**config.mk**
```make
export PLATFORM = sky130hd
export DESIGN_NAME = pwm_fader_flat
export DESIGN_NICKNAME = d
export VERILOG_FILES = /design/src/rtl/pwm_fader_pkg.sv /design/src/rtl/pwm_fader_if.sv /design/src/rtl/pwm_fade_ch.sv /design/src/rtl/pwm_fader.sv /design/src/flat_wrapper.sv
export SDC_FILE = /design/constraint.sdc
export NUM_CORES = 1
export LEC_CHECK = 0
export ABC_AREA = 1
export BUFFER_PORTS_ARGS = -buffer_cell sky130_fd_sc_hd__buf_2
export CELL_PAD_IN_SITES_DETAIL_PLACEMENT = 1
export CELL_PAD_IN_SITES_GLOBAL_PLACEMENT = 1
export CORE_UTILIZATION = 40
export CTS_CLUSTER_DIAMETER = 100
export DETAILED_ROUTE_END_ITERATION = 8
export PLACE_DENSITY = 0.69
export SYNTH_ARGS = -nofsm -noshare
export SYNTH_HDL_FRONTEND = slang
export SYNTH_HIERARCHICAL = 1
export SYNTH_SLANG_ARGS = --single-unit
```
**constraint.sdc**
```tcl
create_clock -name clk -period 3.2 [get_ports clk]
set_input_delay 0.48 -clock clk [delete_from_list [all_inputs] [get_ports clk]]
set_output_delay 0.48 -clock clk [all_outputs]
set_load 0.01 [all_outputs]
```
**src/rtl/pwm_fader_pkg.sv**
```systemverilog
// Shared types and constants for the pwm_fader brightness ramp controller.
package pwm_pkg;
   localparam int PW_W = 8;
   localparam logic [PW_W-1:0] PW_MAX = 8'hFF;

   typedef enum logic {FADE_IDLE, FADE_RAMP} fade_state_t;

   // Direction is always toward the target, so the result can never wrap.
   function automatic logic [PW_W-1:0] step_toward(input logic [PW_W-1:0] width,
                                                   input logic [PW_W-1:0] target);
      return (target > width) ? width + 1'b1 : width - 1'b1;
   endfunction
endpackage

```
**src/rtl/pwm_fader_if.sv**
```systemverilog
// Fade command channel: host (master) issues channel/target/rate, fader (slave) accepts.
interface pwm_fader_if #(
   parameter int NUM_CH = 4,
   parameter int RATE_W = 16
);
   import pwm_pkg::*;
   localparam int CH_W = (NUM_CH > 1) ? $clog2(NUM_CH) : 1;

   logic              cmd_valid;
   logic              cmd_ready;
   logic [CH_W-1:0]   cmd_ch;
   logic [PW_W-1:0]   cmd_target;
   logic [RATE_W-1:0] cmd_rate;

   modport master (output cmd_valid, cmd_ch, cmd_target, cmd_rate, input cmd_ready);
   modport slave  (input cmd_valid, cmd_ch, cmd_target, cmd_rate, output cmd_ready);
endinterface

```
**src/rtl/pwm_fade_ch.sv**
```systemverilog
// One fade channel: IDLE/RAMP FSM, step prescaler and registered width.
// PWM_FADER_RETARGET_EN lets a load during RAMP replace target and rate in flight.
module pwm_fade_ch
   import pwm_pkg::*;
#(
   parameter int RATE_W = 16
) (
   input  logic              clk,
   input  logic              rst,
   input  logic              i_load,
   input  logic [PW_W-1:0]   i_target,
   input  logic [RATE_W-1:0] i_rate,
   output logic [PW_W-1:0]   o_width,
   output logic              o_busy
);
   fade_state_t       r_state;
   logic [PW_W-1:0]   r_width;
   logic [PW_W-1:0]   r_target;
   logic [RATE_W-1:0] r_rate;
   logic [RATE_W-1:0] r_count;
   logic              r_busy;
   logic [PW_W-1:0]   w_next_width;

   assign w_next_width = step_toward(r_width, r_target);

   always_ff @(posedge clk or posedge rst) begin
      if (rst) begin
         r_state  <= FADE_IDLE;
         r_width  <= '0;
         r_target <= '0;
         r_rate   <= '0;
         r_count  <= '0;
         r_busy   <= 1'b0;
      end else begin
         case (r_state)
            FADE_IDLE: begin
               if (i_load && (i_target != r_width)) begin
                  r_target <= i_target;
                  r_rate   <= i_rate;
                  r_count  <= '0;
                  r_state  <= FADE_RAMP;
                  r_busy   <= 1'b1;
               end
            end
            FADE_RAMP: begin
`ifdef PWM_FADER_RETARGET_EN
               if (i_load) begin
                  // Width and count are kept; only an overrun count is pulled back.
                  r_target <= i_target;
                  r_rate   <= i_rate;
                  if (r_count > i_rate) r_count <= '0;
                  if (i_target == r_width) begin
                     r_state <= FADE_IDLE;
                     r_busy  <= 1'b0;
                  end
               end else
`endif
               if (r_count == r_rate) begin
                  r_count <= '0;
                  r_width <= w_next_width;
                  if (w_next_width == r_target) begin
                     r_state <= FADE_IDLE;
                     r_busy  <= 1'b0;
                  end
               end else begin
                  r_count <= r_count + 1'b1;
               end
            end
            default: begin
               r_state <= FADE_IDLE;
               r_busy  <= 1'b0;
            end
         endcase
      end
   end

   assign o_width = r_width;
   assign o_busy  = r_busy;
endmodule

```
**src/rtl/pwm_fader.sv**
```systemverilog
// Multi-channel brightness fader: decodes fade commands and drives NUM_CH pwm widths.
// Optional in-flight retargeting is enabled with PWM_FADER_RETARGET_EN.
module pwm_fader
   import pwm_pkg::*;
#(
   parameter int NUM_CH = 4,
   parameter int RATE_W = 16
) (
   input  logic                   clk,
   input  logic                   rst,
   pwm_fader_if.slave             cmd,
   output logic [NUM_CH*PW_W-1:0] pulse_width,
   output logic [NUM_CH-1:0]      busy
);
   localparam int CH_W = (NUM_CH > 1) ? $clog2(NUM_CH) : 1;

   logic              w_in_range;
   logic              w_sel_busy;
   logic              w_accept;
   logic [NUM_CH-1:0] w_load;

   assign w_in_range = ({1'b0, cmd.cmd_ch} < (CH_W+1)'(NUM_CH));

   always_comb begin
      w_sel_busy = 1'b0;
      for (int i = 0; i < NUM_CH; i++) begin
         if (cmd.cmd_ch == CH_W'(i)) w_sel_busy = busy[i];
      end
   end

`ifdef PWM_FADER_RETARGET_EN
   assign cmd.cmd_ready = !rst;
`else
   // Out-of-range commands are always taken so they cannot stall the host.
   assign cmd.cmd_ready = !rst && (!w_in_range || !w_sel_busy);
`endif

   assign w_accept = cmd.cmd_valid && cmd.cmd_ready;

   for (genvar g = 0; g < NUM_CH; g++) begin : g_ch
      assign w_load[g] = w_accept && w_in_range && (cmd.cmd_ch == CH_W'(g));

      pwm_fade_ch #(
         .RATE_W (RATE_W)
      ) u_ch (
         .clk      (clk),
         .rst      (rst),
         .i_load   (w_load[g]),
         .i_target (cmd.cmd_target),
         .i_rate   (cmd.cmd_rate),
         .o_width  (pulse_width[g*PW_W +: PW_W]),
         .o_busy   (busy[g])
      );
   end
endmodule

```
**src/flat_wrapper.sv**
```systemverilog
// flat-port wrapper written by rule: the top's interface ports become plain ports
module pwm_fader_flat import pwm_pkg::*;
#(
   parameter int NUM_CH = 4,
   parameter int RATE_W = 16
)
  (clk, rst, pulse_width, busy, cmd_cmd_valid, cmd_cmd_ch, cmd_cmd_target, cmd_cmd_rate, cmd_cmd_ready);
  pwm_fader_if #(.NUM_CH(NUM_CH), .RATE_W(RATE_W)) cmd_i ();
  input  logic clk;
  input  logic rst;
  output logic [NUM_CH*PW_W-1:0] pulse_width;
  output logic [NUM_CH-1:0] busy;
  input wire logic [$bits(cmd_i.cmd_valid)-1:0] cmd_cmd_valid;
  input wire logic [$bits(cmd_i.cmd_ch)-1:0] cmd_cmd_ch;
  input wire logic [$bits(cmd_i.cmd_target)-1:0] cmd_cmd_target;
  input wire logic [$bits(cmd_i.cmd_rate)-1:0] cmd_cmd_rate;
  output wire logic [$bits(cmd_i.cmd_ready)-1:0] cmd_cmd_ready;
  assign cmd_i.cmd_valid = cmd_cmd_valid;
  assign cmd_i.cmd_ch = cmd_cmd_ch;
  assign cmd_i.cmd_target = cmd_cmd_target;
  assign cmd_i.cmd_rate = cmd_cmd_rate;
  assign cmd_cmd_ready = cmd_i.cmd_ready;
  pwm_fader #(.NUM_CH(NUM_CH), .RATE_W(RATE_W)) u_core (.clk(clk), .rst(rst), .cmd(cmd_i), .pulse_width(pulse_width), .busy(busy));
endmodule
```
==> results.py <==
metrics = {
    "power_and_ir_drop": {
        "total_power_mw": 7.70,
        "power.switching_mw": 2.66,
        "peakVddDrop_v": 0.000377,
        "swShare_pct": 34.5,
        "clkPwrFrac_pct": 31.2,
        "combPwrFrac_pct": 25.0,
        "p_leak_nw": 7.82,
        "power_frac_seq_pct": 43.9,
        "power_density_nw_per_um2": 514,
        "p_int_mw": 5.04,
    },
    "drt": {
        "dr_total_vias": 11357,
        "drc": 0,
        "vias_per_cell": 5.05,
        "avgRoutedWirePerCell_um": 17.3,
        "dr.pass1.iters": 5,
        "ant_nets": 0,
        "drtIter0Drc": 380,
        "drt_wl_total_um": 38800,
    },
    "grt": {
        "grt_remaining_overflow": 0,
        "grt_pass1_wl_um": 62700,
        "grt_pass1_vias": 11725,
        "antenna_found_initial": 1,
        "grt_max_degree": 51,
        "grt_usage_pct": 24.1,
    },
    "cts": {
        "cts_tree": "done",
        "path_clk_slew_ns": 0.08,
        "htreeDepth": 4,
        "clock_latency_ns": 0.46,
        "cts.sinks": 200,
        "cts_buffer_depth": 2,
        "numCtsBuffers": 17,
        "cts_root_buffer": "clkbuf_16",
    },
    "worst_setup_path": {
        "crit_family": "simple AND/OR/NAND/NOR gates",
        "crit_buf_inv": 2,
        "path_depth": 18,
        "critPathArrivalTime_ns": 3.36,
        "crit_path_frequent_cell": "nand2_1",
        "start_kind": "register",
        "crit_fanout": 6,
        "worstPathRequired_ns": 3.54,
        "crit_chain": "inv_1 -> ha_4 -> nand2_1 -> nor2_2 -> nand4_1 -> nand2_2 -> inv_1 -> fa_2 -> xor2_1 -> nand2_1 -> a21oi_2 -> nand3_1 -> nor2_1 -> nand3_1 -> nor2_2 -> nand2_1 -> nand2_1 -> nand2_1",
        "path_class": "reg -> reg",
        "slowest_stage": "fa_2",
        "crit_path_end_kind": "register",
        "reg2regPathDepth": 18,
        "cp_slowest_stage_delay_ns": 0.56,
    },
    "timing": {
        "slew_violations": 0,
        "worst_pin_slew_ns": 0.692,
        "hold_ws_ns": 0.318,
        "fin_crit_sh_pct": 94.3,
        "fin_ws_ns": 0.184,
        "hold_viol": 0,
        "tns_ns": 0,
        "slew_headroom_pct": 53.8,
        "setup_violations": 0,
        "skew_ns": 0.0126,
        "clock.fmax_mhz": 332,
        "finalCriticalPeriod_ns": 3.02,
    },
    "logic_synthesis": {
        "avgSynthCellArea_sq_um": 7.76,
        "yosysSeqAreaShare_pct": 38.0,
        "syn-num-nets": 1794,
        "synth.distinct_cells": 53,
        "syn_inst": 1697,
        "ys.flop_type": "dfrtp_1",
        "async_reset_ff_share_pct": 100,
        "netlist_area_sq_um": 13200,
        "synth-simple-area-share_pct": 27.1,
        "synth_compound_area_share_pct": 10.1,
        "synth_edf_count": 0,
        "synthXorXnorAreaFrac_pct": 6.99,
        "ys_ff_latch": 200,
        "synth_top_family_by_area": "simple AND/OR/NAND/NOR gates",
        "yosysWarnings": 6,
        "synthAdderAreaFrac_pct": 6.69,
        "synthMuxAreaShare_pct": 2.17,
    },
    "placed_design": {
        "dp_cells": 2204,
        "preCtsSetupSlack_ns": -0.0970,
        "finalWeightedCongestion": 0.868,
        "dpl.hpwl_um": 29000,
        "place_area_sq_um": 14100,
        "portBuffers": 65,
    },
    "floorplanning": {
        "die_area_sq_um": 33600,
        "die_x_um": 183,
        "rows": 66,
        "core_area_sq_um": 32500,
        "die_h_um": 183,
        "start_util_pct": 40.6,
        "ios": 66,
    },
    "run_status": {
        "status": "finished, final reports clean",
    },
    "finish": {
        "final_area_sq_um": 15000,
        "fin_nets": 1889,
        "drive_above_1_share_pct": 17.2,
        "finish.utilization_pct": 46.2,
        "area_growth_pct": 13.8,
        "fin_cells": 2249,
    },
    "min_path": {
        "hp-class": "in -> reg",
        "min_path_cells": 3,
    },
    "flow_run": {
        "maxCapViolCount": 0,
    },
}
final cells by class:
type	instances	area [sq um]
Fill cell	4038	17500
Sequential cell	200	5010
Timing Repair Buffer	112	706
Clock inverter	10	164
Inverter	239	900
Clock buffer	22	474
Antenna cell	2	5.00
Multi-Input combinational cell	1222	7180
Tap cell	442	553
synthesized netlist by cell type (6+ instances only):
cell        n  area (sq um)
inv_2      28           105
xor2_1     58           508
nand2_2     8          50.1
inv_1     206           773
buf_2      16          80.1
nand3_1   100           500
ha_1       64           801
nand2_1   480          1800
o211ai_1    8          60.1
o22ai_1    14          87.6
mux2i_1     6          60.1
a21oi_2     9          78.8
nor2_2     22           138
a22o_1      8          70.1
buf_6      12           135
nor3_1     13          65.1
xnor3_1     6           135
xnor2_1    28           245
a21oi_1    69           345
mux2_4     12           180
o21ai_1    39           195
nand3_2     8          80.1
o21ai_0    63           315
nand4_1    20           125
nor2_1    120           450
nor2_4      7          78.8
buf_4       8          60.1
dfrtp_1   200          5000
kinds of logic after synthesis:
| logic type | Yosys count |
|---|---|
| buf+inv | 275 |
| compound gates | 231 |
| fa+ha+maj | 68 |
| xor+xnor | 94 |
| simple gates | 807 |
| flops | 200 |
| mux | 22 |
worst reg2reg max path: cells and delay by family, from the launching register on:
| kind | cells | cell delay (ns) |
|---|---|---|
| AND/OR/NAND/NOR | 12 | 1.16 |
| XOR/XNOR | 1 | 0.14 |
| adder cells (fa/ha/maj) | 2 | 0.84 |
| AO/OA/AOI/OAI | 1 | 0.12 |
| buffers and inverters | 2 | 0.20 |
| flip-flops | 1 | 0.44 |
per-layer routing:
layer  share of wire (%)  global-route usage, %  routed length [um]
met3                 2.4                   3.05                 937
met5                   0                      0                   0
met4                 2.2                   7.40                 842
met2                  49                   41.8               19100
met1                  46                   31.0               17900
final timing paths:
kind                       slack [ns]                           start                        endpoint
setup / recovery                 0.18  u_core/g_ch[2].u_ch/o_width[5]      u_core/g_ch[2].u_ch/o_busy
min in group asynchronous        0.57                             rst   u_core/g_ch[1].u_ch/r_rate[4]
hold reg to reg                  0.50  u_core/g_ch[1].u_ch/r_rate[11]  u_core/g_ch[1].u_ch/r_rate[11]
setup reg to reg                 0.18  u_core/g_ch[2].u_ch/o_width[5]      u_core/g_ch[2].u_ch/o_busy
hold / removal                   0.32                 cmd_cmd_rate[4]   u_core/g_ch[2].u_ch/r_rate[4]
max in group asynchronous        1.78                             rst  u_core/g_ch[1].u_ch/o_width[7]
what timing repair did:
action	CTS	global route
gates resized for setup	3	44
setup endpoints to repair	2	10
hold endpoints to repair	6	0
buffers inserted	0	10
pin swaps	0	6
hold buffers	1	0
power by group through the flow:
stage / Sequential (mW) / Combinational, mW / Clock, mW
final: 3.38 / 1.92 / 2.40
after global routing: 3.44 / 2.21 / 2.55
after CTS: 3.38 / 1.92 / 2.47
after detailed placement: 3.42 / 1.90 / 0
after global placement: 3.40 / 1.83 / 0
after floorplan: 3.21 / 1.55 / 0
flip-flops by register name, summed over array words and instances (netlist names):
name and count:
u_core/g_ch.u_ch/o_busy 4, u_core/g_ch.u_ch/o_width 32, u_core/g_ch.u_ch/r_state 4, u_core/g_ch.u_ch/r_rate 64
u_core/g_ch.u_ch/r_target 32, u_core/g_ch.u_ch/r_count 64
cells in the final DEF, fill, tap and decap left out, types with 9 or more instances in the layout:
cell,netlist,final
nand2_1,480,476
inv_1,206,201
dfrtp_1,200,196
nor2_1,120,115
nand3_1,100,99
buf_2,16,65
o21ai_0,63,62
a21oi_1,69,59
xor2_1,58,58
ha_1,64,54
buf_4,8,44
o21ai_1,39,40
inv_2,28,33
nor2_2,22,26
xnor2_1,28,23
nand4_1,20,20
a21oi_2,9,19
clkbuf_16,0,17
o22ai_1,14,14
nor3_1,13,13
nand2_2,8,12
mux2_4,12,12
nand3_2,8,9
Note: power is estimated with default switching activity, not from simulation.
